[config.mk]
export PLATFORM = sky130hd
export DESIGN_NAME = audio_i2s_out
export DESIGN_NICKNAME = d
export VERILOG_FILES = /design/src/rtl/audio_i2s_out.sv
export SDC_FILE = /design/constraint.sdc
export NUM_CORES = 1
export LEC_CHECK = 0
export ABC_AREA = 1
export BUFFER_PORTS_ARGS = -buffer_cell sky130_fd_sc_hd__buf_2
export CAP_MARGIN = 15
export CORE_ASPECT_RATIO = 0.6
export CORE_MARGIN = 2
export CORE_UTILIZATION = 30
export DETAILED_ROUTE_END_ITERATION = 7
export GPL_TIMING_DRIVEN = 1
export MAX_ROUTING_LAYER = met4
export SETUP_SLACK_MARGIN = 0.02
export SLEW_MARGIN = 20
export SYNTH_ARGS = -nofsm -noshare
export SYNTH_HDL_FRONTEND = slang
export SYNTH_SLANG_ARGS = --single-unit
[constraint.sdc]
create_clock -name clk -period 2.5 [get_ports clk]
set_input_delay 0.5 -clock clk [delete_from_list [all_inputs] [get_ports clk]]
set_output_delay 0.5 -clock clk [all_outputs]
set_load 0.03 [all_outputs]
[src/rtl/audio_i2s_out.sv]
// I2S audio transmitter for two square-wave tone channels. Clocks are taken
// from a free-running 9-bit divider, and one 32-bit frame is loaded every 512 clks.
module audio_i2s_out #(
  parameter int unsigned SILENT_DIV = 1
) (
  input  logic        clk,
  input  logic        rst,
  input  logic [25:0] freqL,
  input  logic [25:0] freqR,
  input  logic [2:0]  volume,
  output logic        audio_mclk,
  output logic        audio_lrck,
  output logic        audio_sck,
  output logic        audio_sdin,
  output logic        frame_stb
);

  localparam logic [25:0] SILENT_Q = 26'(SILENT_DIV);

  logic [8:0]       cnt_q, cnt_d;
  logic [1:0][25:0] per_q, per_d;
  logic [1:0]       sq_q, sq_d;
  logic [31:0]      frame_q, frame_d;
  logic             rprev_q, rprev_d;
  logic             sdin_q, sdin_d;
  logic             stb_q, stb_d;

  logic [1:0][25:0] freq_s;
  logic [1:0]       silent_s;
  logic [1:0][15:0] samp_s;
  logic [15:0]      amp_s;
  logic             frame_load_s;
  logic [4:0]       slot_nxt_s;

  function automatic logic [15:0] amp_of(input logic [2:0] vol);
    logic [15:0] a;
    case (vol)
      3'd0:    a = 16'h0000;
      3'd1:    a = 16'h0400;
      3'd2:    a = 16'h1000;
      3'd3:    a = 16'h2000;
      default: a = 16'h4000;
    endcase
    return a;
  endfunction

  function automatic logic [15:0] sample_of(input logic silent, input logic sq,
                                            input logic [15:0] amp);
    logic [15:0] s;
    if (silent) begin
      s = 16'h0000;
    end else if (sq) begin
      s = amp;
    end else begin
      s = 16'h0000 - amp;
    end
    return s;
  endfunction

  assign freq_s       = {freqR, freqL};
  assign amp_s        = amp_of(volume);
  assign frame_load_s = (cnt_q == 9'd511);
  assign slot_nxt_s   = cnt_q[8:4] + 5'd1;

  // Per-channel tone generators; the live freq is compared every cycle so a
  // change takes effect mid-period.
  always_comb begin
    per_d = per_q;
    sq_d  = sq_q;
    for (int ch = 0; ch < 2; ch++) begin
      silent_s[ch] = (freq_s[ch] <= SILENT_Q);
      if (silent_s[ch]) begin
        per_d[ch] = 26'd0;
        sq_d[ch]  = 1'b0;
      end else if (per_q[ch] >= freq_s[ch] - 26'd1) begin
        per_d[ch] = 26'd0;
        sq_d[ch]  = ~sq_q[ch];
      end else begin
        per_d[ch] = per_q[ch] + 26'd1;
      end
      samp_s[ch] = sample_of(silent_s[ch], sq_q[ch], amp_s);
    end
  end

  // Frame load and serializer; bit 31 of the new frame leaves on the load edge.
  always_comb begin
    cnt_d   = cnt_q + 9'd1;
    frame_d = frame_q;
    rprev_d = rprev_q;
    sdin_d  = sdin_q;
    stb_d   = frame_load_s;
    if (frame_load_s) begin
      frame_d = {rprev_q, samp_s[0], samp_s[1][15:1]};
      rprev_d = samp_s[1][0];
      sdin_d  = rprev_q;
    end else if (cnt_q[3:0] == 4'hF) begin
      sdin_d = frame_q[5'd31 - slot_nxt_s];
    end else begin
      sdin_d = sdin_q;
    end
  end

  // State registers.
  always_ff @(posedge clk or negedge rst) begin
    if (!rst) begin
      cnt_q   <= 9'd0;
      per_q   <= '0;
      sq_q    <= 2'b00;
      frame_q <= 32'd0;
      rprev_q <= 1'b0;
      sdin_q  <= 1'b0;
      stb_q   <= 1'b0;
    end else begin
      cnt_q   <= cnt_d;
      per_q   <= per_d;
      sq_q    <= sq_d;
      frame_q <= frame_d;
      rprev_q <= rprev_d;
      sdin_q  <= sdin_d;
      stb_q   <= stb_d;
    end
  end

  assign audio_mclk = cnt_q[1];
  assign audio_sck  = cnt_q[3];
  assign audio_lrck = cnt_q[8];
  assign audio_sdin = sdin_q;
  assign frame_stb  = stb_q;

endmodule

-- After elaboration in Yosys (flattened, before gate mapping)
Cells that the tools add are included.
- add/sub/neg operators: 8
- magnitude comparators: 5
- equality and inequality tests: 5
- multiplexer cells: 17
- bitwise logic cells: 2
- reductions and logical operators: 4
- operators with widths (cell ; count):
    $mux 26 ; 4
    $mux 16 ; 4
    $pmux 15 s4 ; 1
    $add 26x1->26 const B ; 2
    $ge 26x26->1 ; 2
    $le 26x1->1 const B ; 2
    $sub 26x1->26 const B ; 2
    $sub 1x16->16 const A ; 1
    $add 9x1->9 const B ; 1
    $eq 9x9->1 const B ; 1
    $mux 1 ; 7
    $eq 3x2->1 const B ; 2
    $lt 5x6->1 const B ; 1
    $reduce_bool 2->1 ; 3
    $add 5x1->5 const B ; 1
    $bmux 1 s5 ; 1
    $sub 5x5->5 const A ; 1
    $eq 4x4->1 const B ; 1
    $eq 3x1->1 const B ; 1
    $logic_not 3->1 ; 1
    $not 1->1 ; 2
- register bits: 98
- bits of input ports: 57
- output and inout bits: 5
- word-level logic and storage cells: 50

-- Depth between registers and ports, before layout
Gate-level depths: netlist of the first run.
- word-level depth: 6
- mapped depth: 22
- gate-level depth less buffers: 21

-- Worst setup path before layout of the first run
OpenSTA, ideal clock, no wires.
- kind: in2reg
- from: input port freqL[0]
- to: register per_q[12] in the netlist's numbering
- arrival: 2693 ps
- path slack: -314 ps
- cell stages on the path: 19
- buffers on the path: 1
- path through: inv_1 -> ha_1 -> nand3_1 -> nor2_2 -> nand2_1 -> nor3_1 -> xor2_1 -> inv_1 -> ha_1 -> nand2_1 -> nor2_1 -> nand3_1 -> nor2_1 -> nand2_1 -> nand2_1 -> nor2_4 -> nand2_4 -> buf_12 -> nor2_2
- RTL lines (item ; line ; source):
    start: declaration ; 8 ; input logic [25:0] freqL,
    end signal: assignment ; 115 ; per_q <= per_d;
    end: declaration ; 21 ; logic [1:0][25:0] per_q, per_d;

==> flow_summary.json, run 1 <==
{
  "crit_family": "simple AND/OR/NAND/NOR gates",
  "worstSetupStartpointType": "primary input",
  "finalMaxSlewViolations": 0,
  "fin_skew_ps": 9.21,
  "grt_max_degree": 34,
  "period_needed_ps": 2640,
  "fp.dieW_microns": 198,
  "syn_inst": 970,
  "synth_nets": 1090,
  "slowest_delay_ps": 280,
  "hold_class": "primary input to asynchronous set/reset pin",
  "ant_nets": 0,
  "failed_checks": "setup timing",
  "cts_tree": "done",
  "crit_required_ps": 2770,
  "hpwl_microns": 14800,
  "ir_drop_mv": 0.314,
  "wl_microns": 18800,
  "gp_congestion": 0.895,
  "fill_cells": 2232,
  "cap_viol_max_count": 0,
  "wl_per_cell_microns": 13.0,
  "remaining_drc_errors": 0,
  "start_util_pct": 30.7,
  "timing.rr.start": "per_q[35]",
  "clock-sinks": 77,
  "h-tree-depth": 3,
  "cts_buffer_depth": 2,
  "grt_usage_pct": 16.9,
  "final_cell_mix": "194 x nand2_1, 130 x inv_1, 113 x buf_4",
  "crit_top_cell": "nor2_4",
  "synth.area.top_cells": "dfrtp_1 28%, nand2_1 12%, ha_1 12%",
  "rsz0062_at_grt": "true",
  "arrival_ps": 2910,
  "reg2reg_depth": 10,
  "crit_fanout": 6,
  "ys_ff_latch": 77,
  "yosys.area.top_type": "dfrtp_1",
  "reg2reg_slack_ps": 420,
  "drt_first_pass_iters": 5,
  "drive_above_1_share_pct": 32.8,
  "max_freq_mhz": 378,
  "via_per_inst": 4.58,
  "ys_types": 32,
  "fp.coreArea_sq_um": 22100,
  "grt_first_pass_wirelength_microns": 31000,
  "syn_area_sq_um": 6770,
  "leakagePower_nw": 4.69,
  "num_rows": 42,
  "cts-buffers-inserted": 9,
  "antenna_found_initial": 0,
  "critPathCaptureType": "flop",
  "syn_to_final_growth_pct": 42.8,
  "ys_seq_area_share_pct": 28.5,
  "drtIter0Drc": 428,
  "netlist.area_leader.share_pct": 28.5,
  "fin_nets": 1279,
  "numPortBuffers": 61,
  "crit_chain": "buf_8 > inv_8 > ha_4 > inv_6 > nor2_4 > nand4_1 > buf_4 > xor2_1 > inv_1 > ha_1 > nand2_1 > inv_2 > nand2_2 > nor2_4 > nand2_2 > nor2_1 > nor2_1 > nand2_1 > nor2_4 > buf_12 > nand2_8 > nor2_2",
  "cp.buffers_inverters": 7,
  "yosysWarnings": 0,
  "syn_area_per_cell_sq_um": 6.98,
  "report.final.setup_viol": 53,
  "cp_slowest_cell": "ha_1",
  "insertion_delay_ps": 340,
  "fin_crit_sh_pct": 106,
  "powerDensity_nw_per_um2": 454,
  "grt_pass1_vias": 6122,
  "slew_headroom_pct": 66.4,
  "cts_hold_buf": 0,
  "dieHeight_microns": 120,
  "grt.overflow.total": 0,
  "worst_pin_slew_ps": 500,
  "reg2reg_to": "per_q[38]",
  "dp_slack_ps": -601,
  "root_buffer": "clkbuf_16",
  "dieArea_sq_um": 23800,
  "path_clk_slew_ps": 60,
  "hold_viol_final": 0,
  "io_pins": 62,
  "final_common_cell": "nand2_1",
  "criticalPathCategory": "primary input to flop",
  "diodes": 0,
  "run_status": "finished, violations left",
  "worst_slack_ps": -144,
  "total_power_mw": 4.39,
  "dr_total_vias": 6635,
  "fin_hold_ws_ps": 49.9
}
## through the flow
stage               instance area (sq um)  TNS, ps  utilization (%)  instances
floorplan                            7020    -1760                -        970
global placement                     8450   -27800             38.3       1416
detailed placement                   8450   -29420             38.3       1416
CTS                                  9150    -4790             41.4       1445
global route                         9670   -13030             43.8       1449
finish                               9670    -5380             43.8       1449
## power by group
part | internal (mW) | switching [mW] | total (mW)
Combinational | 0.635 | 0.733 | 1.37
Sequential | 1.40 | 0.226 | 1.62
Clock | 0.894 | 0.501 | 1.40
Total | 2.93 | 1.46 | 4.39
## flip-flops by register name (all words and copies together), names as in the netlist
signal      cells
audio_sdin      1
cnt_q           9
frame_q        12
frame_stb       1
per_q          52
sq_q            2
## logic make-up (layout without fill, tap and decap cells)
logic type                 after synthesis  in the layout  share of synthesized area, %
AOI/OAI and AO/OA                       49             49                          4.07
xor gates and xnor gates                91             91                          11.8
adders and majority gates               63             63                          11.6
buffers and inverters                  157            347                          9.33
DFF                                     77             77                          28.5
and+or+nand+nor                        533            536                          34.7
## final cells by class
type / count / area [sq um] / share of cell area (%)
inverters: 148 / 614 / 6.35
clock buffers: 11 / 243 / 2.51
clock inverters: 4 / 72.6 / 0.751
well taps: 286 / 358 / 3.70
flip-flops and latches: 77 / 1930 / 19.9
multi-input cells: 739 / 5030 / 52.0
repair buffers: 184 / 1430 / 14.8
## synthesized netlist by cell type
cell,number
dfrtp_1,77
or2_2,2
and3_1,1
xnor2_1,27
nor4_1,6
inv_2,2
nor2_2,24
nand2_4,3
nor2b_1,1
nand2_1,221
o21a_1,3
buf_12,1
buf_8,1
nor3_2,3
xor2_1,64
a21o_1,3
inv_1,146
nor2_1,147
o21ai_0,15
ha_1,63
nand3_1,65
o211ai_1,3
nor2_4,5
buf_6,2
o31ai_1,1
o21bai_1,2
nand3b_1,2
nor3_1,28
nand2_2,3
clkbuf_1,5
a21oi_1,22
nand4_1,22
## per-layer routing
| metal | track usage, % | vias to the layer above | wire length [microns] |
|---|---|---|---|
| met4 | 1.97 | 0 | 51 |
| met2 | 19.6 | 146 | 6580 |
| li1 | - | 3450 | - |
| met3 | 4.30 | 6 | 1330 |
| met5 | - | - | 0 |
| met1 | 28.2 | 3033 | 10900 |
## how the worst max path moves through the flow
| stage | cells past startpoint | end | startpoint |
|---|---|---|---|
| 5_1_grt | 21 | per_q[38] | freqR[4] |
| 4_1_cts | 20 | per_q[24] | freqL[0] |
| 3_3_place_gp | 20 | per_q[2] | freqL[1] |
| 6_report | 22 | per_q[38] | freqR[1] |
| 2_1_floorplan | 21 | per_q[46] | freqR[5] |
| 3_5_place_dp | 20 | per_q[2] | freqL[1] |
## timing repair
action	in CTS	in global routing
pin swaps	45	53
gates resized for setup	60	124
setup endpoints to repair	52	54
buffers inserted	11	5
gates cloned	4	1
No activity file was read; power rests on OpenSTA's default activity.
==> run 2, diff against run 1 <==
Settings changed: CTS_BUF_LIST set to sky130_fd_sc_hd__clkbuf_8, PLACE_DENSITY_LB_ADDON set to 0.3.
==> run 2 against run 1 <==
The run still ends with setup timing left. Core utilization fell by 0.72 points. First-iteration DRC count fell by 0.70%. Sequential power barely moved. Hold slack improved by 72 ps. Final area fell by 1.6%. Routed wire length rose by 0.43%. Critical endpoint is now per_q[26]. Clock-buffer cell count rose by 1.
==> flow_summary.json, run 2 (same netlist as run 1, synthesis figures left out) <==
{
  "drtIter0Drc": 425,
  "diodes": 0,
  "io_pins": 62,
  "cts-buffers-inserted": 9,
  "cap_viol_max_count": 0,
  "fin_nets": 1277,
  "worst_slack_ps": -217,
  "critPathCaptureType": "flop",
  "finalMaxSlewViolations": 0,
  "insertion_delay_ps": 360,
  "h-tree-depth": 3,
  "reg_top3": "per_q: 52 flops, frame_q: 12 flops, cnt_q: 9 flops",
  "max_freq_mhz": 368,
  "drt_first_pass_iters": 4,
  "grt_first_pass_wirelength_microns": 30800,
  "p_comb_share_pct": 33.5,
  "period_needed_ps": 2720,
  "antenna_found_initial": 0,
  "clkPwrFrac_pct": 25.8,
  "failed_checks": "setup timing",
  "swShare_pct": 35.5,
  "grt.overflow.total": 0,
  "fill_cells": 2274,
  "wl_per_cell_microns": 13.1,
  "grt_pass1_vias": 6033,
  "numPortBuffers": 61,
  "cts_buffer_depth": 2,
  "syn_to_final_growth_pct": 40.5,
  "gp_congestion": 0.879,
  "final_common_cell": "nand2_1",
  "fin_hold_ws_ps": 122,
  "final_cell_mix": "201 x nand2_1, 131 x inv_1, 105 x buf_4",
  "hold_viol_final": 0,
  "num_rows": 42,
  "multi_input_area_sq_um": 4990,
  "register_area_sq_um": 1930,
  "worstSetupStartpointType": "primary input",
  "hold_class": "primary input to asynchronous set/reset pin",
  "ant_nets": 0,
  "ir_drop_mv": 0.205,
  "leakagePower_nw": 4.63,
  "stdcell_area_sq_um": 9510,
  "cts_tree": "done",
  "rsz0062_at_grt": "true",
  "via_per_inst": 4.48,
  "fin_crit_sh_pct": 109,
  "slew_headroom_pct": 64.9,
  "dr_total_vias": 6493,
  "largest_register_ffs": 52,
  "run_status": "finished, violations left",
  "p_sw_mw": 1.41,
  "drive_above_1_share_pct": 31.8,
  "hpwl_microns": 14800,
  "regMostFlops": "per_q",
  "path_clk_slew_ps": 80,
  "place_inst": 1415,
  "fin_skew_ps": 19.4,
  "powerDensity_nw_per_um2": 417,
  "crit_required_ps": 2780,
  "stdcell_count": 1448,
  "clock-sinks": 77,
  "dieArea_sq_um": 23800,
  "grt_usage_pct": 16.9,
  "dieHeight_microns": 120,
  "worst_pin_slew_ps": 526,
  "wl_microns": 18900,
  "start_util_pct": 30.7,
  "cts_hold_buf": 0,
  "dpl-instance-area_sq_um": 8440,
  "fp.dieW_microns": 198,
  "remaining_drc_errors": 0,
  "fp.coreArea_sq_um": 22100,
  "arrival_ps": 3000,
  "seqPwrFrac_pct": 40.7,
  "grt_max_degree": 41,
  "root_buffer": "clkbuf_8",
  "crit_fanout": 6,
  "intPower_mw": 2.56,
  "criticalPathCategory": "primary input to flop",
  "report.final.setup_viol": 52
}
[run 2: timing repair]
| action | 4_1_cts | 5_1_grt |
|---|---|---|
| gates cloned | 5 | 0 |
| setup endpoints to repair | 52 | 54 |
| buffers inserted | 13 | 5 |
| gates resized for setup | 86 | 94 |
| pin swaps | 43 | 59 |
[run 2: layout make-up]
| class | instances | area share [%] |
|---|---|---|
| clock inverter | 4 | 0.566 |
| inverter | 148 | 6.41 |
| timing repair buffer | 182 | 14.8 |
| tap | 286 | 3.76 |
| clock buffer | 12 | 1.74 |
| sequential | 77 | 20.3 |
| multi-input combinational | 739 | 52.5 |
[run 2: critical path: stages]
cell      delay [ps]
buf_8            110
nor2_4           130
buf_6            120
nand2_4           50
nor3_4           270
buf_6            140
xor2_2           140
ha_1             240
nand2_1           90
nor2_1            70
nand3b_1         230
nor2_1            90
nor2_1           140
nand2_1          100
nor2_4           180
buf_12           160
nand2_8          100
nor2_4           120
[run 2: final timing paths]
check	startpoint	endpoint	slack (ps)	cells after the start
setup reg to reg	per_q[26]	per_q[26]	320	11
max in group asynchronous	rst	per_q[2]	1780	2
hold / removal	rst	frame_q[27]	120	1
min in group clk	cnt_q[0]	cnt_q[0]	450	1
hold reg to reg	cnt_q[0]	cnt_q[0]	450	1
setup / recovery	freqR[5]	per_q[26]	-220	18
[run 2: power groups by stage]
stage	registers [mW]	logic [mW]	clock network [mW]
after floorplan	1.55	0.770	0
after global placement	1.64	1.08	0
after detailed placement	1.64	1.11	0
after CTS	1.61	1.22	1.07
after global routing	1.65	1.50	1.12
final	1.62	1.33	1.02
[run 2: metal layers]
metal	vias up	track usage [%]	share of wire (%)
li1	3438	-	-
met1	2933	27.9	58
met2	116	19.7	36
met3	6	4.49	6.0
met4	0	1.97	0.29
met5	-	-	0
[run 2: stage by stage]
step / util (%) / TNS (ps) / power [mW] / setup slack, ps
final: 43.1 / -7570 / 3.97 / -217
after global routing: 43.1 / -13440 / 4.26 / -350
after CTS: 41.7 / -3970 / 3.90 / -138
after detailed placement: 38.2 / -28670 / 2.75 / -562
after global placement: 38.2 / -27010 / 2.72 / -555
after floorplan: - / -1760 / 2.32 / -88.3
